### src/rtl/backbone_initial_feeder_pkg.sv
// Shared definitions for the backbone-initial interface: default sizes, width
// derivation and the state encoding common to producer and consumer.
package backbone_initial_feeder_pkg;

  localparam int J_DEFAULT = 14;
  localparam int I_DEFAULT = 7;
  localparam int A_DEFAULT = 2;

  // Width of a counter/index that must also represent the value n itself.
  function automatic int idx_width(input int n);
    return $clog2(n) + 1;
  endfunction

  typedef enum logic [1:0] {
    FILL      = 2'b00,
    ISSUE     = 2'b01,
    WAIT_DONE = 2'b10
  } feeder_state_e;

endpackage

### src/rtl/backbone_initial_feeder_stream_slot_loader.sv
// Generic ready/valid collector: writes each accepted beat into the next slot
// of a packed register bank and drops ready once every slot is filled.
module stream_slot_loader #(
  parameter int DATA_W = 64,
  parameter int DEPTH  = 28,
  parameter int CNT_W  = 6
) (
  input  logic                    clk,
  input  logic                    rst_n,
  input  logic                    clear,
  input  logic [DATA_W-1:0]       s_tdata,
  input  logic                    s_tvalid,
  output logic                    s_tready,
  output logic [CNT_W-1:0]        cnt,
  output logic [DEPTH*DATA_W-1:0] bank
);

  logic accept;

  assign s_tready = (cnt < CNT_W'(DEPTH));
  assign accept   = s_tvalid & s_tready;

  always_ff @(posedge clk or negedge rst_n) begin
    if (!rst_n) begin
      cnt <= '0;
    end else if (clear) begin
      cnt <= '0;
    end else if (accept) begin
      cnt <= cnt + CNT_W'(1);
    end
  end

  // The bank is not wiped on clear; every slot is overwritten by the next frame.
  always_ff @(posedge clk or negedge rst_n) begin
    if (!rst_n) begin
      bank <= '0;
    end else if (accept) begin
      for (int i = 0; i < DEPTH; i++) begin
        if (cnt == CNT_W'(i)) begin
          bank[i*DATA_W +: DATA_W] <= s_tdata;
        end
      end
    end
  end

endmodule

### src/rtl/backbone_initial_feeder.sv
// Producer side of the backbone-initial interface: packs alpha_u and x_initial
// streams, pulses the three tvalids, and holds until the consumer is done.
// Optional protocol checking (tlast placement, stray done) with BACKBONE_FEEDER_CHECK_EN.
module backbone_initial_feeder
  import backbone_initial_feeder_pkg::*;
#(
  parameter  int J       = J_DEFAULT,
  parameter  int I       = I_DEFAULT,
  parameter  int A       = A_DEFAULT,
  localparam int J_WIDTH = idx_width(J),
  localparam int A_WIDTH = idx_width(A),
  localparam int K_WIDTH = idx_width(J*A)
) (
  input  logic                   clk,
  input  logic                   rst_n,
  input  logic [63:0]            s_alpha_tdata,
  input  logic                   s_alpha_tvalid,
  output logic                   s_alpha_tready,
  input  logic                   s_alpha_tlast,
  input  logic [A_WIDTH-1:0]     s_x_tdata,
  input  logic                   s_x_tvalid,
  output logic                   s_x_tready,
  input  logic [J_WIDTH-1:0]     cfg_ind_j,
  input  logic                   backbone_initial_tvalid,
  output logic [J*A*64-1:0]      alpha_u,
  output logic                   alpha_u_tvalid,
  output logic [J*A_WIDTH-1:0]   x_initial,
  output logic                   x_initial_tvalid,
  output logic [J_WIDTH-1:0]     ind_j,
  output logic                   ind_j_tvalid,
  output logic [15:0]            frame_cnt,
  output logic                   err_flag
);

  feeder_state_e        state_q, state_d;
  logic [K_WIDTH-1:0]   alpha_cnt;
  logic [J_WIDTH-1:0]   x_cnt;
  logic [J_WIDTH-1:0]   ind_j_q;
  logic [15:0]          frame_cnt_q;
  logic                 frame_full;
  logic                 done_accept;
  logic [31:0]          unused_i;

  assign unused_i = I;

  assign frame_full  = (alpha_cnt == K_WIDTH'(J*A)) && (x_cnt == J_WIDTH'(J));
  assign done_accept = (state_q == WAIT_DONE) && backbone_initial_tvalid;

  stream_slot_loader #(
    .DATA_W (64),
    .DEPTH  (J*A),
    .CNT_W  (K_WIDTH)
  ) u_alpha_loader (
    .clk      (clk),
    .rst_n    (rst_n),
    .clear    (done_accept),
    .s_tdata  (s_alpha_tdata),
    .s_tvalid (s_alpha_tvalid),
    .s_tready (s_alpha_tready),
    .cnt      (alpha_cnt),
    .bank     (alpha_u)
  );

  stream_slot_loader #(
    .DATA_W (A_WIDTH),
    .DEPTH  (J),
    .CNT_W  (J_WIDTH)
  ) u_x_loader (
    .clk      (clk),
    .rst_n    (rst_n),
    .clear    (done_accept),
    .s_tdata  (s_x_tdata),
    .s_tvalid (s_x_tvalid),
    .s_tready (s_x_tready),
    .cnt      (x_cnt),
    .bank     (x_initial)
  );

  always_ff @(posedge clk or negedge rst_n) begin
    if (!rst_n) begin
      state_q <= FILL;
    end else begin
      state_q <= state_d;
    end
  end

  always_comb begin
    state_d = state_q;
    case (state_q)
      FILL:      if (frame_full) state_d = ISSUE;
      ISSUE:     state_d = WAIT_DONE;
      WAIT_DONE: if (backbone_initial_tvalid) state_d = FILL;
      default:   state_d = FILL;
    endcase
  end

  always_comb begin
    alpha_u_tvalid   = 1'b0;
    x_initial_tvalid = 1'b0;
    ind_j_tvalid     = 1'b0;
    if (state_q == ISSUE) begin
      alpha_u_tvalid   = 1'b1;
      x_initial_tvalid = 1'b1;
      ind_j_tvalid     = 1'b1;
    end
  end

  // ind_j is captured on the FILL->ISSUE edge so it is valid alongside the pulse.
  always_ff @(posedge clk or negedge rst_n) begin
    if (!rst_n) begin
      ind_j_q     <= '0;
      frame_cnt_q <= '0;
    end else begin
      if ((state_q == FILL) && frame_full) ind_j_q <= cfg_ind_j;
      if (done_accept) frame_cnt_q <= frame_cnt_q + 16'd1;
    end
  end

  assign ind_j     = ind_j_q;
  assign frame_cnt = frame_cnt_q;

`ifdef BACKBONE_FEEDER_CHECK_EN
  logic err_q;
  logic alpha_accept;
  logic alpha_last_beat;

  assign alpha_accept    = s_alpha_tvalid & s_alpha_tready;
  assign alpha_last_beat = (alpha_cnt == K_WIDTH'(J*A - 1));

  always_ff @(posedge clk or negedge rst_n) begin
    if (!rst_n) begin
      err_q <= 1'b0;
    end else if ((alpha_accept && (s_alpha_tlast != alpha_last_beat)) ||
                 (backbone_initial_tvalid && (state_q != WAIT_DONE))) begin
      err_q <= 1'b1;
    end
  end

  assign err_flag = err_q;
`else
  logic unused_tlast;
  assign unused_tlast = s_alpha_tlast;
  assign err_flag     = 1'b0;
`endif

endmodule

### config.mk
export PLATFORM = sky130hd
export DESIGN_NAME = backbone_initial_feeder
export DESIGN_NICKNAME = d
export VERILOG_FILES = /design/src/rtl/backbone_initial_feeder_pkg.sv /design/src/rtl/backbone_initial_feeder_stream_slot_loader.sv /design/src/rtl/backbone_initial_feeder.sv
export SDC_FILE = /design/constraint.sdc
export NUM_CORES = 2
export LEC_CHECK = 0
export CAP_MARGIN = 10
export CORE_AREA = 2 2 746 748
export CTS_BUF_LIST = sky130_fd_sc_hd__clkbuf_8
export CTS_CLUSTER_SIZE = 14
export DETAILED_ROUTE_END_ITERATION = 7
export DIE_AREA = 0 0 748 750
export PLACE_DENSITY_LB_ADDON = 0.3
export SYNTH_ARGS = -nofsm -noshare
export SYNTH_HDL_FRONTEND = slang
export SYNTH_HIERARCHICAL = 1
export SYNTH_SLANG_ARGS = --single-unit
### constraint.sdc
create_clock -name clk -period 2.46 [get_ports clk]
set_input_delay 0.246 -clock clk [delete_from_list [all_inputs] [get_ports clk]]
set_output_delay 0.246 -clock clk [all_outputs]
set_load 0.05 [all_outputs]
==> results.yml <==
status:
  status: "complete, no violations"
detailed_routing:
  drt_pass1_iterations: 5
  drc: 0
  route.vias.total: 47000
  postRouteWirelength_um: 367000
  viasPerCell: 3.33
  wl_per_cell_um: 25.9
  dr.first_iter.drc_count: 2577
  drtAntennaViolNets: 0
finish:
  fin_cells: 14100
  final_net_count: 6618
  mostFrequentLayoutCell: "sky130_fd_sc_hd__dfrtp_1"
  drive_above_1_share_pct: 49.6
  layout.cells.most_common_list: "sky130_fd_sc_hd__dfrtp_1 (1845), sky130_fd_sc_hd__mux2_2 (1587), sky130_fd_sc_hd__dlygate4sd2_1 (826)"
  area.growth.synth_to_final_pct: 54.3
synth:
  synth_edf_count: 0
  post_syn_area_per_cell_um2: 16.8
  async_reset_ff_share_pct: 100
  synth.top_cells.by_area: "sky130_fd_sc_hd__dfrtp_1 (66%), sky130_fd_sc_hd__mux2_2 (25%), sky130_fd_sc_hd__mux2_4 (4.0%), sky130_fd_sc_hd__buf_2 (1.0%), sky130_fd_sc_hd__mux2_1 (0.83%)"
  postSynthCellCount: 4225
  synth-warning-count: 6
  synth_fp_nets: 4311
  yosys.area.top_type: "sky130_fd_sc_hd__dfrtp_1"
  yosysSeqAreaShare_pct: 65.5
  distinct_cell_type_count_of_the_synthesized_netlist: 56
  ys_seq_elements: 1854
  mappedNetlistArea_mm2: 0.0708
  synth_top_area_share_pct: 65.5
  ys_dominant_reg_cell: "sky130_fd_sc_hd__dfrtp_1"
clocking:
  htree_levels: 5
  cts_root_buffer: "sky130_fd_sc_hd__clkbuf_8"
  cts_tree: "built"
  clkTransAtPathRegs_ps: 60
  cts_sinks: 1854
  cts_buffers: 345
  clock_tree.buffer_depth: 4
  worst_skew_pair.late_latency_ps: 1100
setup_path:
  cp_max_fo: 25
  worst_ep_required_time_ps: 3440
  setup.worst_path.end_class: "flip-flop"
  r2r_slack_ps: 60
  timing.critical_path.from_type: "flip-flop"
  critical_path_arrival_ps: 3370
  crit_path_class: "flip-flop to flip-flop"
timing:
  layout_worst_path_cycle_share_pct: 97.5
  final-setup-viol-count: 0
  finalMaxSlewViolations: 0
  layout_min_cycle_time_ps: 2400
  maxClockFrequency_ghz: 0.417
  fin_skew_ps: 61.7
  rsz_0062_raised_after_global_routing: "true"
  setup_total_negative_slack_ps: 0
  timing.max_slew.rel_slack_pct: 37.3
  tightestPinTransition_ps: 940
  hold_violations: 0
  final.hold.worst_slack_ps: 174
floorplan:
  die_width_um: 748
  rows: 274
  core_area_mm2: 0.554
  top_level_ports: 1924
  die-height_um: 750
  dieArea_mm2: 0.561
  initial_core_util_pct: 12.8
pwr:
  peakVddDrop_mv: 0.903
  power.static_leakage_nw: 50.4
  power_per_cell_area_mw_per_mm2: 1640
global_route:
  number_of_antenna_violations_at_the_first_check_in_global_routing: 61
  grt_util_all_layers_pct: 12.5
  grt_pass1_vias: 50500
  wire_length_of_the_first_global_routing_pass_um: 481000
  grt_max_degree: 133
  gr-total-overflow: 0
placed_design:
  placed_cells: 13400
  dp_hpwl_um: 262000
  gp_congestion: 0.761
  buffer_ports.inserted: 1921
job:
  max_cap_violations: 0
min_path:
  timing.hold.worst.class: "primary input to flip-flop"
[metrics by stage]
stage,util [%],setup slack (ps),cell area (um2),total power (W)
after floorplan,-,402,70800,0.115
after global placement,18.3,-419,101000,0.156
after detailed placement,18.3,-409,101000,0.156
after CTS,19.7,-197,109000,0.182
after global routing,19.7,-55.8,109000,0.186
final,19.7,62.4,109000,0.179
[per-layer routing]
layer  part of all wire [%]  wire, um  GRT usage (%)  vias to the layer above
met2                     49    181000           22.1                     2011
met1                     39    144000           14.5                    25000
met4                    3.4     12300           3.53                        4
li1                       -         -              -                    19500
met5                 0.0063        23              0                        -
met3                    8.0     29300           4.07                      525
[power breakdown]
group          switching (W)  internal (W)  total (W)
clock network         0.0145        0.0163     0.0308
logic                 0.0686        0.0280     0.0966
registers            0.00754        0.0443     0.0518
[worst paths after layout]
check / start / end / cells after the start
setup / recovery: u_alpha_loader/cnt[0] / u_alpha_loader/bank[955] / 7
hold / removal: s_alpha_tdata[37] / u_alpha_loader/bank[933] / 3
setup reg to reg: u_alpha_loader/cnt[0] / u_alpha_loader/bank[955] / 7
hold reg to reg: u_alpha_loader/bank[1651] / u_alpha_loader/bank[1651] / 1
max in group asynchronous: rst_n / u_alpha_loader/bank[815] / 6
min in group asynchronous: rst_n / u_alpha_loader/bank[649] / 4
[flip-flops by register name, indices dropped and copies added (netlist names)]
| register | count |
|---|---|
| ind_j | 5 |
| u_alpha_loader/bank | 1792 |
| u_x_loader/cnt | 5 |
| frame_cnt | 16 |
| state_q | 2 |
| u_alpha_loader/cnt | 6 |
| u_x_loader/bank | 28 |
[logic make-up (layout without fill, tap and decap cells)]
| kind of cell | Yosys count | in the layout | synth area share (%) |
|---|---|---|---|
| flip-flops | 1854 | 1854 | 65.5 |
| multiplexers | 1828 | 1828 | 30.1 |
| adder cells (fa/ha/maj) | 9 | 9 | 0.159 |
| buffers and inverters | 389 | 2954 | 2.77 |
| AO/OA/AOI/OAI | 15 | 15 | 0.150 |
| XOR/XNOR | 15 | 15 | 0.186 |
| AND/OR/NAND/NOR | 114 | 114 | 1.12 |
| other | 1 | 44 | 0.00530 |
[cell usage after synthesis (11+ instances only)]
| library cell | number |
|---|---|
| sky130_fd_sc_hd__dfrtp_1 | 1854 |
| sky130_fd_sc_hd__mux2_2 | 1587 |
| sky130_fd_sc_hd__mux2_4 | 188 |
| sky130_fd_sc_hd__clkbuf_1 | 150 |
| sky130_fd_sc_hd__buf_2 | 145 |
| sky130_fd_sc_hd__buf_1 | 64 |
| sky130_fd_sc_hd__mux2_1 | 52 |
| sky130_fd_sc_hd__nand2_1 | 29 |
| sky130_fd_sc_hd__buf_12 | 18 |
| sky130_fd_sc_hd__xnor2_1 | 12 |
| sky130_fd_sc_hd__nor2_1 | 11 |
[critical path, stage by stage, from the launching register on]
cell	delay [ps]
sky130_fd_sc_hd__dfrtp_1	370
sky130_fd_sc_hd__inv_1	90
sky130_fd_sc_hd__ha_1	200
sky130_fd_sc_hd__nand4b_1	150
sky130_fd_sc_hd__buf_4	190
sky130_fd_sc_hd__nor3b_2	330
sky130_fd_sc_hd__buf_4	480
sky130_fd_sc_hd__mux2_2	400
[timing repair]
action                                   CTS  global route
hold endpoints to repair                3512             0
buffers inserted                          12             7
pin swaps                                  4             1
hold buffers                              73             0
endpoints found under the setup margin  2088            28
resized for setup                       3542             8
[cell type report]
class	count	area, um2
fillers	59800	445000
flip-flops and latches	1854	46400
repair buffers	2342	24000
multi-input cells	1982	22600
well taps	7314	9150
clock buffers	417	5740
clock inverters	188	1210
diodes	43	108
inverters	7	26.3
Power figures use the tool's default switching activity.
